==> src/rtl/pipe_pkg.sv <==
`default_nettype none
// +--------------------------------------------------------------------------+
// | Module      : pipe_pkg                                                    |
// | Description : Shared skid-buffer state encoding and width helpers for     |
// |               the pipelined N-way multiplexer.                            |
// | Revision    : 1.0 - initial release                                       |
// +--------------------------------------------------------------------------+
package pipe_pkg;

    typedef enum logic [1:0] {
        EMPTY = 2'd0,
        ONE   = 2'd1,
        FULL  = 2'd2
    } skid_state_e;

    // Ceiling log2, written with a bounded loop so it elaborates everywhere.
    function automatic int clog2(input int value);
        int r;
        r = 0;
        for (int i = 0; i < 31; i++) begin
            if ((32'sd1 << i) < value) begin
                r = i + 1;
            end
        end
        return r;
    endfunction

    function automatic int sel_width(input int n);
        return (clog2(n) < 1) ? 1 : clog2(n);
    endfunction

endpackage
`default_nettype wire

==> src/rtl/skid_buf.sv <==
`default_nettype none
// +--------------------------------------------------------------------------+
// | Module      : skid_buf                                                    |
// | Description : Two-entry registered skid buffer (EMPTY/ONE/FULL) carrying  |
// |               an opaque payload with a registered in_ready.              |
// | Revision    : 1.0 - initial release                                       |
// +--------------------------------------------------------------------------+
module skid_buf
    import pipe_pkg::*;
#(
    parameter int WIDTH = 8
) (
    input  logic             clk,
    input  logic             rst_n,
    input  logic             in_valid,
    output logic             in_ready,
    input  logic [WIDTH-1:0] in_data,
    output logic             out_valid,
    input  logic             out_ready,
    output logic [WIDTH-1:0] out_data
);

    skid_state_e      r_state;
    skid_state_e      w_state_nxt;
    logic [WIDTH-1:0] r_out;
    logic [WIDTH-1:0] r_skid;
    logic             r_in_ready;
    logic             r_out_valid;

    logic             w_push;
    logic             w_pop;
    logic             w_load_out_in;
    logic             w_load_out_skid;
    logic             w_load_skid;

    assign w_push = in_valid & r_in_ready;
    assign w_pop  = r_out_valid & out_ready;

    always_comb begin
        w_state_nxt     = r_state;
        w_load_out_in   = 1'b0;
        w_load_out_skid = 1'b0;
        w_load_skid     = 1'b0;
        case (r_state)
            EMPTY: begin
                if (w_push) begin
                    w_state_nxt   = ONE;
                    w_load_out_in = 1'b1;
                end
            end
            ONE: begin
                if (w_push && w_pop) begin
                    w_load_out_in = 1'b1;
                end else if (w_push) begin
                    w_state_nxt = FULL;
                    w_load_skid = 1'b1;
                end else if (w_pop) begin
                    w_state_nxt = EMPTY;
                end
            end
            FULL: begin
                // in_ready is low here, so only a pop can happen.
                if (w_pop) begin
                    w_state_nxt     = ONE;
                    w_load_out_skid = 1'b1;
                end
            end
            default: begin
                w_state_nxt = EMPTY;
            end
        endcase
    end

    always_ff @(posedge clk or negedge rst_n) begin
        if (!rst_n) begin
            r_state     <= EMPTY;
            r_in_ready  <= 1'b0;
            r_out_valid <= 1'b0;
            r_out       <= '0;
            r_skid      <= '0;
        end else begin
            r_state     <= w_state_nxt;
            r_in_ready  <= (w_state_nxt != FULL);
            r_out_valid <= (w_state_nxt != EMPTY);
            if (w_load_out_in) begin
                r_out <= in_data;
            end else if (w_load_out_skid) begin
                r_out <= r_skid;
            end
            if (w_load_skid) begin
                r_skid <= in_data;
            end
        end
    end

    assign in_ready  = r_in_ready;
    assign out_valid = r_out_valid;
    assign out_data  = r_out;

endmodule
`default_nettype wire

==> src/rtl/pipe_muxn.sv <==
`default_nettype none
// +--------------------------------------------------------------------------+
// | Module      : pipe_muxn                                                   |
// | Description : N-way channel select registered through a 2-entry skid     |
// |               buffer. Optional out-of-range select checker enabled by    |
// |               macro PIPE_MUXN_SEL_CHK_EN (adds sticky sel_err output).   |
// | Revision    : 1.0 - initial release                                       |
// +--------------------------------------------------------------------------+
module pipe_muxn
    import pipe_pkg::*;
#(
    parameter  int WIDTH = 32,
    parameter  int N     = 4,
    localparam int SELW  = sel_width(N)
) (
    input  logic               clk,
    input  logic               rst_n,
    input  logic               in_valid,
    output logic               in_ready,
    input  logic [SELW-1:0]    sel,
    input  logic [N*WIDTH-1:0] in_data,
    output logic               out_valid,
    input  logic               out_ready,
    output logic [WIDTH-1:0]   out_data,
    output logic [SELW-1:0]    out_sel
`ifdef PIPE_MUXN_SEL_CHK_EN
    ,
    output logic               sel_err
`endif
);

    localparam bit c_POW2 = ((N & (N - 1)) == 0);

    logic [WIDTH-1:0]      w_chan_data;
    logic [WIDTH-1:0]      w_payload_data;
    logic                  w_in_ready;
    logic [WIDTH+SELW-1:0] w_pl_in;
    logic [WIDTH+SELW-1:0] w_pl_out;

    // Unmatched selects fall through to channel 0.
    always_comb begin
        w_chan_data = in_data[WIDTH-1:0];
        for (int k = 1; k < N; k++) begin
            if (sel == SELW'(k)) begin
                w_chan_data = in_data[k*WIDTH +: WIDTH];
            end
        end
    end

`ifdef PIPE_MUXN_SEL_CHK_EN
    generate
        if (c_POW2) begin : g_chk_off
            assign w_payload_data = w_chan_data;
            assign sel_err        = 1'b0;
        end else begin : g_chk_on
            logic w_sel_oob;
            logic r_sel_err;

            assign w_sel_oob      = (sel > SELW'(N - 1));
            assign w_payload_data = w_sel_oob ? '0 : w_chan_data;

            always_ff @(posedge clk or negedge rst_n) begin
                if (!rst_n) begin
                    r_sel_err <= 1'b0;
                end else if (in_valid && w_in_ready && w_sel_oob) begin
                    r_sel_err <= 1'b1;
                end
            end

            assign sel_err = r_sel_err;
        end
    endgenerate
`else
    assign w_payload_data = w_chan_data;
`endif

    // The raw select travels with the data so out_sel reports what was asked.
    assign w_pl_in = {sel, w_payload_data};

    skid_buf #(
        .WIDTH (WIDTH + SELW)
    ) u_skid (
        .clk       (clk),
        .rst_n     (rst_n),
        .in_valid  (in_valid),
        .in_ready  (w_in_ready),
        .in_data   (w_pl_in),
        .out_valid (out_valid),
        .out_ready (out_ready),
        .out_data  (w_pl_out)
    );

    assign in_ready = w_in_ready;
    assign out_data = w_pl_out[WIDTH-1:0];
    assign out_sel  = w_pl_out[WIDTH +: SELW];

endmodule
`default_nettype wire

==> config.mk <==
export PLATFORM = sky130hd
export DESIGN_NAME = pipe_muxn
export DESIGN_NICKNAME = d
export VERILOG_FILES = /design/src/rtl/pipe_pkg.sv /design/src/rtl/skid_buf.sv /design/src/rtl/pipe_muxn.sv
export SDC_FILE = /design/constraint.sdc
export NUM_CORES = 1
export LEC_CHECK = 0
export ABC_AREA = 1
export BUFFER_PORTS_ARGS = -buffer_cell sky130_fd_sc_hd__buf_2
export CAP_MARGIN = 20
export CELL_PAD_IN_SITES_DETAIL_PLACEMENT = 0
export CELL_PAD_IN_SITES_GLOBAL_PLACEMENT = 1
export CORE_ASPECT_RATIO = 0.7
export CORE_MARGIN = 2
export CORE_UTILIZATION = 30
export CTS_BUF_LIST = sky130_fd_sc_hd__clkbuf_4
export DETAILED_ROUTE_END_ITERATION = 8
export PLACE_DENSITY = 0.76
export SKIP_LAST_GASP = 1
export SLEW_MARGIN = 20
export SYNTH_ARGS = -nofsm -noshare
export SYNTH_HDL_FRONTEND = slang
export SYNTH_HIERARCHICAL = 1
export SYNTH_SLANG_ARGS = --single-unit
==> constraint.sdc <==
create_clock -name clk -period 2.7 [get_ports clk]
set_input_delay 0.405 -clock clk [delete_from_list [all_inputs] [get_ports clk]]
set_output_delay 0.405 -clock clk [all_outputs]
set_load 0.02 [all_outputs]
==> impl_metrics.env <==
export IMPL_worst_path_buf_inv=1
export IMPL_crit_required_ns=3.07
export IMPL_fin_skew_ns=0.0151
export IMPL_crit_chain="nand2_1 -> nand2_2 -> nand2_2 -> buf_4 -> nand3_1 -> nand3_1"
export IMPL_cp_arrival_ns=2.03
export IMPL_die_h_um=105
export IMPL_hold_viol=0
export IMPL_worstPathMaxFanout=23
export IMPL_drt_initial_drc_count=237
export IMPL_rows=36
export IMPL_htree_levels=3
export IMPL_crit_family="simple AND/OR/NAND/NOR gates"
export IMPL_hp_class="input port to asynchronous set/reset pin"
export IMPL_wire_per_inst_um=14.9
export IMPL_clock_path_buffers=2
export IMPL_slew_headroom_pct=36.5
export IMPL_vias=4637
export IMPL_fin_crit_ns=1.67
export IMPL_drive_above_1_share_pct=25.7
export IMPL_diodes=0
export IMPL_holdBufCountCts=0
export IMPL_r2r_cells=6
export IMPL_place_congestion=0.820
export IMPL_worstReg2RegEnd="u_skid/out_data[18]$_DFFE_PN0P_"
export IMPL_dieArea_um2=15600
export IMPL_yosysWarnings=6
export IMPL_synth_nets=797
export IMPL_clk_pin_slew_ns=0.12
export IMPL_vias_per_cell=4.60
export IMPL_hold_ws_ns=0.0935
export IMPL_highest_layer="met4"
export IMPL_reg2reg_setup_slack_ns=1.03
export IMPL_crit_type="register to register"
export IMPL_synth_seq_cells=72
export IMPL_r2r_start="u_skid/out_valid$_DFF_PN0_"
export IMPL_path_depth=6
export IMPL_endpoint="u_skid/out_data[18]$_DFFE_PN0P_"
export IMPL_ys_seq_area_share_pct=41.1
export IMPL_maxCapViolations=0
export IMPL_nets=946
export IMPL_yosys_top_cells_area="dfrtp_1 (41%), nand2_1 (20%), nand3_1 (19%)"
export IMPL_initial_core_util_pct=31.1
export IMPL_rsz0062_at_grt="no"
export IMPL_grt_pass1_vias=4595
export IMPL_core_um2=14100
export IMPL_clock_sinks=72
export IMPL_clock_latency_ns=0.44
export IMPL_synth_edf_count=0
export IMPL_status="finished, final reports clean"
export IMPL_synthDistinctLibCells=20
export IMPL_wl_met3_mm=1.35
export IMPL_grt_first_pass_wirelength_mm=24.4
export IMPL_synth_area_leader_cell="dfrtp_1"
export IMPL_antenna_found_initial=0
export IMPL_first_pass_iters=5
export IMPL_netlist_area_um2=4390
export IMPL_pin_count=170
export IMPL_max_stage_delay_ns=0.44
export IMPL_cts_tree="yes"
export IMPL_synth_top_cell_area_share_pct=41.1
export IMPL_total_power_mw=4.80
export IMPL_area_delta_synth_final_pct=25.4
export IMPL_die_x_um=149
export IMPL_drt_antenna_violating_nets=0
export IMPL_grt_max_degree=73
export IMPL_fin_crit_sh_pct=61.7
export IMPL_synth_most_common_cell="nand2_1"
export IMPL_cp_slowest_cell="nand2_2"
export IMPL_end_kind="register"
export IMPL_post_cts_repair_setup_buffers=0
export IMPL_gr_usage_all_layers_pct=19.9
export IMPL_cts_resized_gates=0
export IMPL_cellLeakagePower_nw=3.26
export IMPL_ir_worst_vdd_uv=339
export IMPL_fmax_mhz=600
export IMPL_start_kind="register"
export IMPL_hpwl_mm=10.1
export IMPL_synthCells=663
export IMPL_slew_violations=0
export IMPL_met2_length_mm=6.31
export IMPL_final_cell_area_um2=5500
export IMPL_syn_avg_cell_area_um2=6.62
export IMPL_synthArstFlopShare_pct=100
export IMPL_gr_total_overflow=0
export IMPL_power_density_nw_per_um2=872
export IMPL_remaining_drc_errors=0
export IMPL_ys_flop_type="dfrtp_1"
export IMPL_setup_worst_path_start="u_skid/out_valid$_DFF_PN0_"
export IMPL_wl_met1_mm=7.26
export IMPL_portBuffers=169
export IMPL_worstMarginPinSlew_ns=0.952
export IMPL_cts_root_buf="clkbuf_4"
export IMPL_synth_common_cells="nand2_1 (236), nand3_1 (164), inv_1 (98)"
export IMPL_dpl_cell_area_um2=5330
export IMPL_tns_ns=0
export IMPL_cts_buffers=9
export IMPL_final_setup_viol_count=0
export IMPL_routed_wl_mm=15.0
-- sequential cells by signal (all words and copies together), names as in the netlist --
register	cells
u_skid/out_valid	1
u_skid/out_data	34
u_skid/r_skid	34
u_skid/r_state	2
u_skid/in_ready	1
-- metal layers --
layer  up-vias  track usage, %
li1       2357               -
met1      2076            28.1
met4         0            3.67
met5         -               0
met2       192            30.7
met3        12            5.37
-- cell families (layout without fill, tap and decap cells) --
group | Yosys count | after routing | synth area share [%]
AND/OR/NAND/NOR | 411 | 411 | 40.6
flip-flops | 72 | 72 | 41.1
AO/OA/AOI/OAI | 36 | 36 | 4.45
buffers and inverters | 144 | 298 | 13.9
-- placed cells by master (no fill, tap or decap), drive strengths merged --
cell / count
inv: 103
nand2: 241
clkinv: 3
clkinvlp: 1
or2: 2
o21ai: 36
bufinv: 3
clkbuf: 9
nor2: 3
dfrtp: 72
buf: 179
nand3: 165
-- where the power goes --
group | total, mW | switching, mW | internal (mW)
combinational | 2.07 | 1.38 | 0.693
clock | 0.862 | 0.401 | 0.461
sequential | 1.87 | 0.293 | 1.58
-- metrics by stage --
step                      cells  setup WS, ns  util (%)
final                      1007          1.03      39.0
after global placement      991         0.685      37.8
after detailed placement    991         0.659      37.8
after CTS                  1007          1.04      39.0
after global routing       1007         0.922      39.0
after floorplan             663          1.31         -
-- layout make-up --
class,count,area (µm²)
Tap cell,190,238
Clock buffer,9,67.6
Sequential cell,72,1800
Clock inverter,7,110
Inverter,103,387
Multi-Input combinational cell,447,1980
Timing Repair Buffer,179,923
Fill cell,1577,8590
-- worst min path at each step --
stage	slack, ns	endpoint	from	depth (start not counted)
3_5_place_dp	0.47	u_skid/r_skid[33]$_DFFE_PN0P_	u_skid/r_skid[33]$_DFFE_PN0P_	2
5_1_grt	0.15	u_skid/out_data[7]$_DFFE_PN0P_	rst_n	1
3_3_place_gp	0.47	u_skid/r_skid[1]$_DFFE_PN0P_	u_skid/r_skid[1]$_DFFE_PN0P_	2
2_1_floorplan	0.11	u_skid/in_ready$_DFF_PN0_	rst_n	0
6_report	0.09	u_skid/out_data[7]$_DFFE_PN0P_	rst_n	1
4_1_cts	0.12	u_skid/out_data[7]$_DFFE_PN0P_	rst_n	1
(Power assumes the default switching activity.)
